==> config.mk <==
export PLATFORM = sky130hd
export DESIGN_NAME = vga_fb_arbiter
export DESIGN_NICKNAME = d
export VERILOG_FILES = /design/src/rtl/fb_pkg.sv /design/src/rtl/fb_addr_gen.sv /design/src/rtl/vga_fb_arbiter.sv
export SDC_FILE = /design/constraint.sdc
export NUM_CORES = 1
export LEC_CHECK = 0
export BUFFER_PORTS_ARGS = -buffer_cell sky130_fd_sc_hd__buf_4
export CAP_MARGIN = 20
export CORE_ASPECT_RATIO = 1.75
export CORE_UTILIZATION = 35
export DETAILED_ROUTE_END_ITERATION = 10
export HOLD_SLACK_MARGIN = 0.05
export PLACE_DENSITY_LB_ADDON = 0.25
export REMOVE_ABC_BUFFERS = 1
export SYNTH_ARGS = -nofsm -noshare
export SYNTH_HDL_FRONTEND = slang
export SYNTH_SLANG_ARGS = --single-unit
==> constraint.sdc <==
create_clock -name clk -period 4.85 [get_ports clk]
set_clock_uncertainty 0.15 [all_clocks]
set_input_delay 0.97 -clock clk [delete_from_list [all_inputs] [get_ports clk]]
set_output_delay 0.97 -clock clk [all_outputs]
set_load 0.02 [all_outputs]
==> src/rtl/fb_pkg.sv <==
// rtl/fb_pkg.sv - shared constants and types for the frame-buffer arbiter
package fb_pkg;

    localparam int DEF_H_RES  = 640;
    localparam int DEF_V_RES  = 480;
    localparam int DEF_SCALE  = 2;
    localparam int DEF_DATA_W = 12;

    localparam int FB_W      = DEF_H_RES >> DEF_SCALE;
    localparam int FB_H      = DEF_V_RES >> DEF_SCALE;
    localparam int FB_DEPTH  = FB_W * FB_H;
    localparam int FB_ADDR_W = $clog2(FB_DEPTH);

    typedef enum logic {
        IDLE  = 1'b0,
        RDATA = 1'b1
    } arb_state_t;

    function automatic int fb_depth(input int h_res, input int v_res, input int scale);
        return (h_res >> scale) * (v_res >> scale);
    endfunction

endpackage

==> src/rtl/fb_addr_gen.sv <==
// rtl/fb_addr_gen.sv - screen coordinate to downscaled frame-buffer address
module fb_addr_gen
    import fb_pkg::*;
#(
    parameter int H_RES  = DEF_H_RES,
    parameter int V_RES  = DEF_V_RES,
    parameter int SCALE  = DEF_SCALE,
    parameter int ADDR_W = FB_ADDR_W
) (
    input  logic [9:0]        pixel_x,
    input  logic [9:0]        pixel_y,
    output logic [ADDR_W-1:0] addr,
    output logic              in_range
);

    localparam logic [ADDR_W-1:0] ROW_STRIDE = ADDR_W'(H_RES >> SCALE);
    localparam logic [9:0]        H_LIM      = 10'(H_RES);
    localparam logic [9:0]        V_LIM      = 10'(V_RES);

    logic [9:0] col;
    logic [9:0] row;

    always_comb begin
        col      = pixel_x >> SCALE;
        row      = pixel_y >> SCALE;
        addr     = ADDR_W'(row) * ROW_STRIDE + ADDR_W'(col);
        in_range = (pixel_x < H_LIM) && (pixel_y < V_LIM);
    end

endmodule

==> src/rtl/vga_fb_arbiter.sv <==
// rtl/vga_fb_arbiter.sv - single-port frame-buffer arbiter, VGA scan-out over CPU access
module vga_fb_arbiter
    import fb_pkg::*;
#(
    parameter int H_RES  = DEF_H_RES,
    parameter int V_RES  = DEF_V_RES,
    parameter int SCALE  = DEF_SCALE,
    parameter int DATA_W = DEF_DATA_W,
    parameter int ADDR_W = FB_ADDR_W
) (
    input  logic              clk,
    input  logic              reset,
    input  logic              pix_en,
    input  logic              video_on,
    input  logic [9:0]        pixel_x,
    input  logic [9:0]        pixel_y,
    output logic [DATA_W-1:0] vga_rgb,
    input  logic              cpu_valid,
    input  logic              cpu_we,
    input  logic [ADDR_W-1:0] cpu_addr,
    input  logic [DATA_W-1:0] cpu_wdata,
    output logic              cpu_ready,
    output logic              cpu_rvalid,
    output logic [DATA_W-1:0] cpu_rdata,
    output logic              mem_en,
    output logic              mem_we,
    output logic [ADDR_W-1:0] mem_addr,
    output logic [DATA_W-1:0] mem_wdata,
    input  logic [DATA_W-1:0] mem_rdata
);

    localparam int            DEPTH   = fb_depth(H_RES, V_RES, SCALE);
    localparam logic [ADDR_W:0] DEPTH_C = (ADDR_W + 1)'(DEPTH);

    arb_state_t        state_q;
    arb_state_t        state_d;
    logic [ADDR_W-1:0] vga_addr;
    logic              vga_in_range;
    logic              vga_req;
    logic              cpu_in_range;
    logic              grant;
    logic              vga_slot_q;
    logic              vga_live_q;
    logic              rd_live_q;

    fb_addr_gen #(
        .H_RES  (H_RES),
        .V_RES  (V_RES),
        .SCALE  (SCALE),
        .ADDR_W (ADDR_W)
    ) u_addr_gen (
        .pixel_x  (pixel_x),
        .pixel_y  (pixel_y),
        .addr     (vga_addr),
        .in_range (vga_in_range)
    );

    always_ff @(posedge clk or posedge reset) begin
        if (reset) begin
            state_q <= IDLE;
        end else begin
            state_q <= state_d;
        end
    end

    // Combinational outputs are held low while reset is asserted so the BRAM sees no access.
    always_comb begin
        state_d      = state_q;
        vga_req      = pix_en && video_on && vga_in_range;
        cpu_in_range = {1'b0, cpu_addr} < DEPTH_C;
        grant        = !reset && !pix_en && (state_q == IDLE) && cpu_valid;
        cpu_ready    = grant;
        mem_en       = !reset && (vga_req || (grant && cpu_in_range));
        mem_we       = !reset && grant && cpu_we && cpu_in_range;
        mem_addr     = pix_en ? vga_addr : cpu_addr;
        mem_wdata    = cpu_wdata;

        case (state_q)
            IDLE:    if (grant && !cpu_we) state_d = RDATA;
            RDATA:   state_d = IDLE;
            default: state_d = IDLE;
        endcase
    end

    // Each read's data lands in the cycle after its own issue, so VGA and CPU captures never collide.
    always_ff @(posedge clk or posedge reset) begin
        if (reset) begin
            vga_slot_q <= 1'b0;
            vga_live_q <= 1'b0;
            vga_rgb    <= '0;
            rd_live_q  <= 1'b0;
            cpu_rvalid <= 1'b0;
            cpu_rdata  <= '0;
        end else begin
            vga_slot_q <= pix_en;
            vga_live_q <= vga_req;
            if (vga_slot_q) begin
                vga_rgb <= vga_live_q ? mem_rdata : '0;
            end

            if (grant && !cpu_we) begin
                rd_live_q <= cpu_in_range;
            end
            cpu_rvalid <= (state_q == RDATA);
            if (state_q == RDATA) begin
                cpu_rdata <= rd_live_q ? mem_rdata : '0;
            end
        end
    end

endmodule

==> results.yml, run 1 <==
worst_setup_path:
  crit_path_cell_trace: "buf_4 -> ha_1 -> ha_1 -> inv_1 -> fa_1 -> xnor2_2 -> nand2b_1 -> or2_1 -> or4_1 -> a31oi_1 -> buf_4"
  cp_slowest_stage_delay_ns: 0.52
  rrSetupSlack_ns: 2.82
  worst_path_max_delay_cell: "or4_1"
  worstPathRequired_ns: 3.73
  path_class: "in2out"
  reg2reg_to: "rd_live_q"
  critPathCaptureType: "primary output"
  worstPathMaxFanout: 3
  crit_path_start_kind: "primary input"
  critPathArrivalTime_ns: 3.52
  r2r-start: "state_q"
  rr_worst_depth: 3
die:
  die_w_um: 59.7
  die-area_mm2: 0.00614
  core_region_area_mm2: 0.00559
  die_h_um: 103
  io-pin-count: 120
  rows: 36
  start_util: 0.365
sta:
  rsz0062_at_grt: "no"
  tns_ns: 0
  relSlewSlack: 0.549
  holdWs_ns: 0.364
  min_period_ns: 4.64
  slew_viol_final: 0
  fmax_mhz: 215
  worst_pin_slew_ns: 0.677
  hold_violations: 0
  setup_viol: 0
  post-route-period-util: 0.957
detailed_routing:
  wl_um: 5090
  drc: 0
  detail_route.iter0.violations: 61
  drtAntennaViolNets: 0
  vias_per_cell: 4.87
  drtPass1Iterations: 4
  wire_per_inst_um: 13.2
  dr_total_vias: 1883
clock_tree:
  clock_latency_ns: 0.29
  cts_made_buffers: 5
  htree_levels: 2
  cts_tree: "built"
  cts_max_path_buffers: 2
  clock_sinks: 29
  cts_hold_buf: 0
  cts_root_buf: "clkbuf_8"
  clkTransAtPathRegs_ns: 0.05
place:
  routabilityCongestion: 0.759
  io_buffers: 91
  dp_hpwl_um: 4100
  dp_cells: 379
cells_and_area:
  final_common_cell: "buf_4"
  num_antenna_cells: 0
  multi_input_area_mm2: 0.00107
  areaGrowthSynthToFinish_pct: 37.7
  seq_area_um2: 726
  mostFrequentLayoutCells: "buf_4, inv_1, dfrtp_1"
  fillers: 583
  final_nets: 392
  instances_no_fill: 387
  drive_above_1_share: 0.360
pwr:
  power.density_mw_per_mm2: 280
  max-vdd-ir-drop_uv: 97.8
  power.leakage_nw: 1.37
  p_total_uw: 787
synthesis:
  ys_types: 44
  ys_ff_latch: 29
  yosysWarnings: 0
  async_reset_ff_frac: 1.00
  synth-edff-count: 0
  synth_flop_cell: "dfrtp_1"
  syn_area_mm2: 0.00204
  syn_inst: 231
  syn_avg_cell_area_um2: 8.82
  seq_area_frac_synth: 0.356
grt:
  grt_first_pass_wirelength_um: 8320
  overflow: 0
  grt_max_degree: 25
  grt_use_total: 0.179
  first_global_vias: 1881
  grt_antenna_before_repair: 0
hold_path:
  worstHoldStart: "rd_live_q"
  whs_endpoint: "rd_live_q"
  hp-class: "reg2reg"
  min_path_cells: 1
outcome:
  status: "completed"
job:
  maxCapViolations: 0
## how the worst max path moves through the flow
| stage | start | end | slack (ns) | cells past startpoint |
|---|---|---|---|---|
| finish | pixel_y[3] | mem_addr[13] | 0.21 | 11 |
| global route | pixel_y[3] | mem_addr[13] | 0.01 | 11 |
| CTS | pixel_y[3] | mem_addr[13] | 0.13 | 11 |
| detailed placement | pixel_y[3] | mem_addr[13] | 0.15 | 11 |
| global placement | pixel_y[3] | mem_addr[13] | 0.24 | 11 |
| floorplan | pixel_y[3] | mem_addr[13] | 0.37 | 9 |
## worst max-delay path, delay by kind of cell
kind / cells / cell delay [ns]
fa+ha+maj: 3 / 0.91
simple gates: 3 / 0.89
buf+inv: 3 / 0.36
xor+xnor: 1 / 0.20
compound gates: 1 / 0.19
## logic make-up (layout without fill, tap and decap cells)
kind of cell             after synthesis  after routing  share of synthesized area
AND/OR/NAND/NOR                       65             65                      0.169
adder cells (fa/ha/maj)               17             17                      0.112
XOR/XNOR                               8              8                     0.0344
multiplexers                          10             10                     0.0546
AO/OA/AOI/OAI                         50             50                      0.152
buffers and inverters                 52            132                      0.122
flip-flops                            29             29                      0.356
## stage by stage
step | setup slack [ns] | cell area (um^2) | utilization
floorplan | 0.370 | 1910 | -
global placement | 0.242 | 2690 | 0.481
detailed placement | 0.152 | 2720 | 0.486
CTS | 0.135 | 2800 | 0.501
global route | 0.0137 | 2810 | 0.502
finish | 0.207 | 2810 | 0.502
## state kept, by name, indices dropped and copies added, names as in the netlist
register    flops
state_q         1
rd_live_q       1
vga_slot_q      1
vga_rgb        12
cpu_rvalid      1
cpu_rdata      12
vga_live_q      1
## report_power, final
group | switching [mW] | internal [mW]
clock network | 0.0908 | 0.0991
registers | 0.0193 | 0.271
logic | 0.162 | 0.145
## cells in the mapped netlist (all sizes together) (3+ instances only)
cell	number	area, um^2
clkbuf	5	18.8
inv	32	120
dfrtp	29	726
nor2	12	45.0
xnor2	6	52.6
nor2b	6	37.5
buf	15	109
or2	4	25.0
nand3	13	65.1
a21oi	6	30.0
ha	15	188
o21ai	28	140
nand2	14	52.6
mux2	9	101
a31oi	3	18.8
o211ai	3	22.5
## timing repair
action	in CTS	in global routing
hold endpoints to repair	0	0
buffers inserted	0	0
resized for setup	0	1
endpoints found under the setup margin	0	1
## area by class of cell
cell class                 instances  area share
sequential                        29       0.259
timing repair buffer              92       0.253
multi-input combinational        150       0.382
inverter                          32      0.0428
tap                               76      0.0339
clock inverter                     2     0.00357
clock buffer                       6      0.0259
## routing by layer
| metal | part of all wire | GRT usage | vias to the layer above |
|---|---|---|---|
| met3 | 0.082 | 0.0514 | 8 |
| met1 | 0.37 | 0.183 | 859 |
| met2 | 0.52 | 0.326 | 92 |
| met5 | 0 | 0 | - |
| met4 | 0.020 | 0.0787 | 0 |
| li1 | - | - | 924 |
Power figures use the tool's default switching activity.
==> run 2, diff against run 1 <==
--- a/config.mk
+++ b/config.mk
@@ -15,4 +15,5 @@
 export REMOVE_ABC_BUFFERS = 1
 export SYNTH_ARGS = -nofsm -noshare
 export SYNTH_HDL_FRONTEND = slang
+export SYNTH_HIERARCHICAL = 1
 export SYNTH_SLANG_ARGS = --single-unit
==> run 2 against run 1 <==
Sequential power about the same. Cell count decreased by 3.9%. Highest routed layer unchanged. Sequential share of layout area increased by 0.54 points. Register-to-register slack improved by 0.25 ns. Critical path type unchanged. Non-clock buffer count unchanged. Power increased by 1.2%. Critical endpoint is now mem_addr[14].
==> results.yml, run 2 <==
synthesis:
  syn_avg_cell_area_um2: 9.23
  synth_xor_area_frac: 0.0472
  synth_fa_ha_area_frac: 0.112
  synthTopCellsByArea: "dfrtp_1, ha_1, mux2_2"
  synth-edff-count: 0
  synthSimpleGateAreaFrac: 0.134
  synth_top_area_share: 0.356
  async_reset_ff_frac: 1.00
  yosys.area.top_type: "dfrtp_1"
  ys_ff_latch: 29
  ys_types: 37
  synth_compound_area_frac: 0.122
  yosysWarnings: 6
  synth_top_family_by_area: "buffers and inverters"
  seq_area_frac_synth: 0.356
  synth.top_cells.by_count: "inv_1, dfrtp_1, o21ai_0"
  yosysMostFrequentCell: "inv_1"
  muxShareOfSynthArea: 0.0883
  synth_flop_cell: "dfrtp_1"
  syn_area_mm2: 0.00204
  syn_inst: 221
pwr:
  power.leakage_nw: 1.38
  power.density_mw_per_mm2: 290
  max-vdd-ir-drop_uv: 94.9
cells_and_area:
  final_area_mm2: 0.00275
  num_antenna_cells: 0
  final_common_cell: "buf_4"
  drive_above_1_share: 0.405
  areaGrowthSynthToFinish_pct: 34.7
  reg_top3: "cpu_rdata x12, vga_rgb x12"
  final_nets: 378
  mostFrequentLayoutCells: "buf_4, inv_1, dfrtp_1"
sta:
  tns_ns: 0
  holdWs_ns: 0.331
  min_period_ns: 4.66
  timing.final.ws_setup_ns: 0.195
  post-route-period-util: 0.960
  rsz0062_at_grt: "no"
  setup_viol: 0
  slew_viol_final: 0
  fmax_mhz: 215
  worst_pin_slew_ns: 0.655
  relSlewSlack: 0.563
  hold_violations: 0
grt:
  grt_first_pass_wirelength_um: 7730
  grt_max_degree: 30
  grt_antenna_before_repair: 0
  grt_use_total: 0.166
  overflow: 0
  first_global_vias: 1801
detailed_routing:
  detail_route.iter0.violations: 63
  drtPass1Iterations: 3
  dr_total_vias: 1774
  wl_um: 4960
  wire_per_inst_um: 13.3
  drc: 0
  drtAntennaViolNets: 0
  vias_per_cell: 4.77
worst_setup_path:
  rr_worst_depth: 3
  worst-path-stages: 11
  worstPathMaxFanout: 3
  worst-path-buf-inv: 2
  path_class: "in2out"
  critPathArrivalTime_ns: 3.54
  worstPathRequired_ns: 3.73
  crit_path_start_kind: "primary input"
  critPathCaptureType: "primary output"
  worst_path_max_delay_cell: "fa_1"
  cp_slowest_stage_delay_ns: 0.42
  cp_top_family: "adder cells"
  crit_path_cell_trace: "buf_4 -> ha_1 -> ha_1 -> fa_1 -> a211oi_1 -> nor2_1 -> xor2_1 -> nand4_2 -> xnor2_1 -> mux2_2 -> buf_4"
place:
  dp_worst_setup_slack_ns: 0.197
  routabilityCongestion: 0.832
  io_buffers: 91
  dp_hpwl_um: 3970
  place_area_mm2: 0.00266
job:
  maxCapViolations: 0
clock_tree:
  clock_sinks: 29
  clock_latency_ns: 0.28
  cts_max_path_buffers: 2
  cts_hold_buf: 0
  cts.repair.resized: 0
  cts_made_buffers: 5
  htree_levels: 2
  cts_tree: "built"
  cts_setup_buffers: 0
  clkTransAtPathRegs_ns: 0.06
  cts_root_buf: "clkbuf_8"
hold_path:
  min_path_cells: 1
  hp-class: "reg2reg"
die:
  die_w_um: 59.7
  start_util: 0.365
  io-pin-count: 120
  die-area_mm2: 0.00615
  core_region_area_mm2: 0.00559
  rows: 36
  die_h_um: 103
outcome:
  status: "completed"
run 2: worst register-to-register path, delay by kind of cell (launching register included):
kind	cells	cell delay (ns)
AND/OR/NAND/NOR	2	0.64
multiplexers	1	0.31
flip-flops	1	0.56
run 2: layout make-up:
type,instances,area [um^2]
Fill cell,588,2840
Multi-Input combinational cell,135,1030
Sequential cell,29,726
Timing Repair Buffer,92,691
Inverter,33,124
Tap cell,76,95.1
Clock buffer,7,86.3
run 2: kinds of logic after synthesis:
family,Yosys count
AND/OR/NAND/NOR,49
adder cells (fa/ha/maj),17
flip-flops,29
XOR/XNOR,11
multiplexers,16
AO/OA/AOI/OAI,42
buffers and inverters,57
run 2: routing by layer:
layer	up-vias	routed length [um]	track usage
li1	871	-	-
met3	11	428	0.0527
met5	-	0	0
met4	0	121	0.0805
met1	800	1780	0.165
met2	92	2620	0.302
run 2: where the power goes:
group          switching (mW)  internal [mW]  total, mW
clock                  0.0907          0.112      0.203
combinational           0.158          0.146      0.304
sequential             0.0186          0.271      0.289
run 2: final timing paths:
path | startpoint | end | slack [ns]
setup reg to reg | state_q | rd_live_q | 3.07
max in group asynchronous | reset | cpu_rdata[10] | 3.62
hold reg to reg | rd_live_q | rd_live_q | 0.33
setup / recovery | pixel_y[3] | mem_addr[14] | 0.19
min in group asynchronous | reset | vga_rgb[5] | 0.66
hold / removal | rd_live_q | rd_live_q | 0.33
run 2: per-stage QoR:
| step | util | std cells | total power, mW |
|---|---|---|---|
| floorplan | - | 197 | 0.467 |
| global placement | 0.477 | 365 | 0.596 |
| detailed placement | 0.477 | 365 | 0.600 |
| CTS | 0.492 | 372 | 0.807 |
| global route | 0.492 | 372 | 0.845 |
| finish | 0.492 | 372 | 0.796 |
